[config.mk]
export PLATFORM = sky130hd
export DESIGN_NAME = hclk_seq_ctrl
export DESIGN_NICKNAME = d
export VERILOG_FILES = /design/src/rtl/hclk_seq_pkg.sv /design/src/rtl/hclk_seq_timer.sv /design/src/rtl/hclk_seq_ctrl.sv
export SDC_FILE = /design/constraint.sdc
export NUM_CORES = 1
export LEC_CHECK = 0
export BUFFER_PORTS_ARGS = -buffer_cell sky130_fd_sc_hd__buf_4
export CAP_MARGIN = 30
export CORE_MARGIN = 2
export CORE_UTILIZATION = 45
export CTS_CLUSTER_SIZE = 25
export DETAILED_ROUTE_END_ITERATION = 16
export PLACE_DENSITY = 0.73
export SLEW_MARGIN = 20
export SYNTH_ARGS = -nofsm -noshare
export SYNTH_HDL_FRONTEND = slang
export SYNTH_SLANG_ARGS = --single-unit
[constraint.sdc]
create_clock -name clk -period 1.8 [get_ports clk]
set_clock_uncertainty 0.05 [all_clocks]
set_input_delay 0.45 -clock clk [delete_from_list [all_inputs] [get_ports clk]]
set_output_delay 0.45 -clock clk [all_outputs]
set_load 0.02 [all_outputs]
[src/rtl/hclk_seq_pkg.sv]
// rtl/hclk_seq_pkg.sv - shared state encoding, default timings and width helper for hclk_seq_ctrl
package hclk_seq_pkg;

   typedef enum logic [2:0] {
      ST_BOOT,
      ST_IDLE,
      ST_GATE,
      ST_DRST,
      ST_SETTLE
   } state_t;

   localparam int DEF_GATE_CYC   = 4;
   localparam int DEF_RST_CYC    = 8;
   localparam int DEF_SETTLE_CYC = 16;
   localparam int DEF_DWELL_W    = 30;

   function automatic int idx_w(input int n);
      return ($clog2(n) < 1) ? 1 : $clog2(n);
   endfunction

endpackage

[src/rtl/hclk_seq_timer.sv]
// rtl/hclk_seq_timer.sv - loadable down-counter shared by the GATE, DRST and SETTLE phases
module hclk_seq_timer #(
   parameter int W = 4
) (
   input  logic         clk,
   input  logic         resetn,
   input  logic         load,
   input  logic [W-1:0] load_val,
   output logic         expire
);

   logic [W-1:0] count;

   always_ff @(posedge clk or negedge resetn) begin
      if (!resetn) begin
         count <= '0;
      end else if (load) begin
         count <= load_val;
      end else if (count != '0) begin
         count <= count - 1'b1;
      end
   end

   assign expire = (count == '0);

endmodule

[src/rtl/hclk_seq_ctrl.sv]
// rtl/hclk_seq_ctrl.sv - glitch-safe divided-clock channel switch sequencer (gate, reset, settle, ungate)
module hclk_seq_ctrl
   import hclk_seq_pkg::*;
#(
   parameter int NUM_HCLK   = 4,
   parameter int GATE_CYC   = DEF_GATE_CYC,
   parameter int RST_CYC    = DEF_RST_CYC,
   parameter int SETTLE_CYC = DEF_SETTLE_CYC,
   parameter int DWELL_W    = DEF_DWELL_W,
   localparam int IW        = idx_w(NUM_HCLK)
) (
   input  logic                clk,
   input  logic                resetn,
   input  logic                hold,
   input  logic                auto_en,
   input  logic                req_valid,
   input  logic [IW-1:0]       req_idx,
   output logic                req_ready,
   output logic                done,
   output logic                err,
   output logic                busy,
   output logic [IW-1:0]       sel_idx,
   output logic                hclk_ce,
   output logic [NUM_HCLK-1:0] div_resetn
);

   localparam int MAX_GR = (GATE_CYC > RST_CYC) ? GATE_CYC : RST_CYC;
   localparam int MAX_C  = (MAX_GR > SETTLE_CYC) ? MAX_GR : SETTLE_CYC;
   localparam int TW     = idx_w(MAX_C);
   localparam logic [IW:0]   NUM_L  = (IW + 1)'(NUM_HCLK);
   localparam logic [IW-1:0] LAST_L = IW'(NUM_HCLK - 1);

   state_t              state, next_state;
   logic                load;
   logic [TW-1:0]       load_val;
   logic                expire;
   logic                accept_ext, accept_int, out_of_range;
   logic [DWELL_W-1:0]  dwell;
   logic [IW-1:0]       target;
   logic [IW-1:0]       next_idx;
   logic                ext_flag;

   hclk_seq_timer #(.W(TW)) u_timer (
      .clk      (clk),
      .resetn   (resetn),
      .load     (load),
      .load_val (load_val),
      .expire   (expire)
   );

   assign out_of_range = ({1'b0, req_idx} >= NUM_L);
   assign next_idx     = (sel_idx == LAST_L) ? '0 : sel_idx + 1'b1;

   always_comb begin
      next_state = state;
      load       = 1'b0;
      load_val   = '0;
      accept_ext = 1'b0;
      accept_int = 1'b0;
      case (state)
         ST_BOOT: begin
            next_state = ST_DRST;
            load       = 1'b1;
            load_val   = TW'(RST_CYC - 1);
         end
         ST_IDLE: begin
            if (req_ready && req_valid) begin
               accept_ext = 1'b1;
               if (!out_of_range) begin
                  next_state = ST_GATE;
                  load       = 1'b1;
                  load_val   = TW'(GATE_CYC - 1);
               end
            end else if (req_ready && auto_en && (&dwell)) begin
               accept_int = 1'b1;
               next_state = ST_GATE;
               load       = 1'b1;
               load_val   = TW'(GATE_CYC - 1);
            end
         end
         ST_GATE: begin
            if (expire) begin
               next_state = ST_DRST;
               load       = 1'b1;
               load_val   = TW'(RST_CYC - 1);
            end
         end
         ST_DRST: begin
            if (expire) begin
               next_state = ST_SETTLE;
               load       = 1'b1;
               load_val   = TW'(SETTLE_CYC - 1);
            end
         end
         ST_SETTLE: begin
            if (expire) begin
               next_state = ST_IDLE;
            end
         end
         default: next_state = ST_BOOT;
      endcase
   end

   // Outputs are registered from next_state so each phase shows up on the cycle it occupies.
   always_ff @(posedge clk or negedge resetn) begin
      if (!resetn) begin
         state      <= ST_BOOT;
         dwell      <= '0;
         target     <= '0;
         ext_flag   <= 1'b0;
         sel_idx    <= '0;
         hclk_ce    <= 1'b1;
         div_resetn <= '0;
         req_ready  <= 1'b0;
         busy       <= 1'b1;
         done       <= 1'b0;
         err        <= 1'b0;
      end else begin
         state <= next_state;
         if (accept_ext || accept_int) begin
            dwell <= '0;
         end else if (state == ST_IDLE && req_ready && auto_en) begin
            dwell <= dwell + 1'b1;
         end
         if (accept_ext && !out_of_range) begin
            target   <= req_idx;
            ext_flag <= 1'b1;
         end else if (accept_int) begin
            target   <= next_idx;
            ext_flag <= 1'b0;
         end
         if (next_state == ST_SETTLE && state != ST_SETTLE) begin
            sel_idx <= target;
         end
         hclk_ce    <= (next_state == ST_IDLE) ? hold : 1'b1;
         req_ready  <= (next_state == ST_IDLE) && !hold;
         div_resetn <= (next_state == ST_DRST) ? '0 : '1;
         busy       <= (next_state != ST_IDLE);
         done       <= (state == ST_SETTLE) && expire && ext_flag;
         err        <= accept_ext && out_of_range;
      end
   end

endmodule

==> impl_metrics.env <==
export IMPL_status="complete, but fails checks"
export IMPL_violations="setup timing"
export IMPL_via_density=5.286
export IMPL_multi_input_comb_area_sq_um=1255
export IMPL_synth_async_sr_flop_share_pct=100.0
export IMPL_final_common_cell="buf_4"
export IMPL_antenna_found_initial=0
export IMPL_routed_via_count=1993
export IMPL_pwr_share_clk_pct=21.7
export IMPL_drive_gt1_share_pct=30.94
export IMPL_synth_top_family_by_area="simple AND/OR/NAND/NOR gates"
export IMPL_cts_htree_levels=2
export IMPL_timing_slew_headroom_pct=60.90
export IMPL_final_critical_path_setup_slack_ns=-0.07510
export IMPL_synth_sequential_area_ratio_pct=48.56
export IMPL_timing_critical_path_fanout_max=4
export IMPL_timing_critical_path_slowest_cell_delay_ns=0.60
export IMPL_setup_reg_to_reg_worst_slack_ns=-0.08
export IMPL_placeableCoreArea_sq_um=5172
export IMPL_post_dp_cell_area_sq_um=2929
export IMPL_syn2layout_area_growth_pct=29.28
export IMPL_cts_sink_count=47
export IMPL_fin_crit_sh_pct=104.2
export IMPL_seqCellArea_sq_um=1179
export IMPL_cts_buffer_depth=2
export IMPL_power_report_internal_total_mw=1.916
export IMPL_synth_yosys_warnings=0
export IMPL_drtPass1Iterations=4
export IMPL_total_power_mw=2.841
export IMPL_globalRouteMet3Util_pct=3.953
export IMPL_grt_busiest_layer="met2"
export IMPL_yosysUniqueCellTypes=42
export IMPL_fp_dieArea_sq_um=5998
export IMPL_cts_hold_buf=0
export IMPL_antenna_left=0
export IMPL_clk_transition_reported_paths_ns=0.09
export IMPL_die_h_microns=77.45
export IMPL_cts_root_buffer="clkbuf_8"
export IMPL_pre_cts_slack_ns=-0.1368
export IMPL_detail_route_drc_violations=0
export IMPL_timing_critical_path_from_type="flip-flop"
export IMPL_synth_area_in_compound_gates_pct=5.412
export IMPL_globalRouteMet2Util_pct=30.61
export IMPL_irDropWorstVdd_mv=0.7045
export IMPL_placement_io_buffers=16
export IMPL_synth_area_leader_cell="dfrtp_1"
export IMPL_worst_endpoint_arrival_ns=2.02
export IMPL_crit_type="reg -> reg"
export IMPL_grt_setup_unrepaired="yes"
export IMPL_crit_path_end_kind="flip-flop"
export IMPL_initial_core_util_pct=46.93
export IMPL_timing_critical_path_slowest_stage_cell="or4_4"
export IMPL_yosys_mux_area_fraction_pct=2.216
export IMPL_tritoncts="done"
export IMPL_postSynthNetCount=255
export IMPL_dp_cells=362
export IMPL_switching_power_mw=0.9258
export IMPL_finalCriticalPeriod_ns=1.875
export IMPL_num_nets_final=316
export IMPL_synth_area_top_cells="dfrtp_1 46%, xor2_1 7.2%, nor2_1 5.9%, xnor2_1 3.2%, nand3_1 2.7%"
export IMPL_post_drt_wl_per_cell_microns=13.82
export IMPL_finalNonFillerCells=377
export IMPL_pwr_share_comb_pct=32.2
export IMPL_final_wtd_congestion=0.8118
export IMPL_timing_setup_tns_ns=-0.3060
export IMPL_synth_top_area_share_pct=46.39
export IMPL_dieWidth_microns=77.45
export IMPL_max_cap_violations=0
export IMPL_synth_cell_area_sq_um=2427
export IMPL_num_rows=26
export IMPL_design_portCount=18
export IMPL_groute_layer_met1_usage_pct=24.81
export IMPL_final_cell_mix="62 x buf_4, 45 x dfrtp_1, 38 x nor2_1"
export IMPL_r2r_start="dwell[1]"
export IMPL_worstPathCellList="ha_4 -> nand4_4 -> or4_4 -> nor3_4 -> xnor2_1 -> nor2_1"
export IMPL_postSynthCellCount=245
export IMPL_via_count_of_the_first_global_routing_pass=1973
export IMPL_detail_route_wirelength_mm=5.212
export IMPL_final_hold_worst_slack_ns=0.08355
export IMPL_min_path_type="in -> async"
export IMPL_global_route_wire_length_before_repair_mm=8.949
export IMPL_cts_inserted_buffers=5
export IMPL_synthesized_area_fraction_occupied_by_adder_cells_pct=1.546
export IMPL_ys_seq_elements=47
export IMPL_final_util_pct=60.67
export IMPL_antennaDiodeCount=0
export IMPL_drt_iter0_markers=102
export IMPL_grt_start_max_net_pins=48
export IMPL_drv_slew=0
export IMPL_setup_violations=7
export IMPL_final_hold_violation_count=0
export IMPL_synth_edf_count=0
export IMPL_worst_endpoint_required_ns=1.94
export IMPL_ys_dominant_reg_cell="dfrtp_1"
export IMPL_max_clock_freq_mhz=533.3
export IMPL_yosys_area_share_simple_pct=27.78
export IMPL_dp_final_hpwl_mm=3.560
export IMPL_fillCellCount=428
export IMPL_static_leakage_power_nw=1.549
export IMPL_globalRoute_totalOverflow=0
export IMPL_grtUsageTotal_pct=18.90
export IMPL_worst_slew_pin_slew_ns=0.5864
export IMPL_startpoint="dwell[1]"
export IMPL_sw_frac_of_total_pct=32.58
export IMPL_pd_cells_nw_per_um2=905.5
export IMPL_design_area_final_sq_um=3138
export IMPL_rr_worst_depth=6
export IMPL_clk_insertion_delay_late_ns=0.31
export IMPL_syn_mean_instance_area_sq_um=9.907
export IMPL_post_synth_xor_area_fraction_pct=10.46
export IMPL_power_share_sequential_pct=46.1
synth_stat cells (2+ instances only):
master     n
nand4_2    2
a31oi_1    3
nand3_1   13
ha_1       3
nor4_1     3
dfstp_2    2
a21oi_1   10
buf_2      3
nor2_1    38
nand4_1   10
nor3_1     3
o21ai_0    4
dfrtp_1   45
nand3b_1   2
nor3_2     2
inv_1      6
o21bai_1   2
mux2i_1    2
clkbuf_1   3
and2_1     3
or3_1      3
buf_4      6
nand2_1   17
and4_1     5
or4_1      2
and3_1     6
xnor2_1    9
mux2_2     3
nand4b_1   3
xor2_1    20
cell families after synthesis:
logic type               count (synthesis)
other                                    1
flip-flops                              47
buffers and inverters                   18
XOR/XNOR                                29
multiplexers                             5
AND/OR/NAND/NOR                        120
AO/OA/AOI/OAI                           22
adder cells (fa/ha/maj)                  3
cell type report:
cell class,instances,area share (%)
Tap cell,70,2.791
Clock inverter,1,0.1595
Timing Repair Buffer,66,16.35
Multi-Input combinational cell,180,39.99
Clock buffer,7,2.432
Inverter,6,0.7177
Sequential cell,47,37.56
final timing paths:
kind | end
max | dwell[24]
min | target[0]
max reg2reg | dwell[24]
min reg2reg | ext_flag
max in group asynchronous | dwell[23]
min in group clk | req_ready
power groups by stage:
stage | logic, mW | registers [mW] | clock network (mW)
6_report | 0.914 | 1.31 | 0.618
5_1_grt | 0.996 | 1.33 | 0.673
4_1_cts | 0.872 | 1.30 | 0.634
3_5_place_dp | 0.839 | 1.32 | 0
3_3_place_gp | 0.812 | 1.31 | 0
2_1_floorplan | 0.549 | 1.35 | 0
routing by layer:
metal | part of all wire, % | routed length [microns]
met5 | 0 | 0
met4 | 1.7 | 87
met3 | 3.5 | 182
met2 | 49 | 2530
met1 | 46 | 2412
flip-flops by register name, indices dropped and copies added, names as in the netlist, 2 cells and up:
register       flops
state              3
u_timer.count      4
sel_idx            2
target             2
dwell             30
repair_timing:
| action | CTS | global route |
|---|---|---|
| setup endpoints to repair | 32 | 41 |
| endpoints found under the hold margin | 0 | 0 |
| buffers inserted | 5 | 2 |
| resized for setup | 7 | 7 |
| pin swaps | 4 | 2 |
| gates cloned | 1 | 0 |
worst max-delay path: cells and delay by family, from the launching register on:
| family | cells | cell delay (ns) |
|---|---|---|
| adder cells (fa/ha/maj) | 1 | 0.17 |
| flip-flops | 1 | 0.40 |
| XOR/XNOR | 1 | 0.13 |
| AND/OR/NAND/NOR | 4 | 0.99 |
Note: power is estimated with default switching activity, not from simulation.
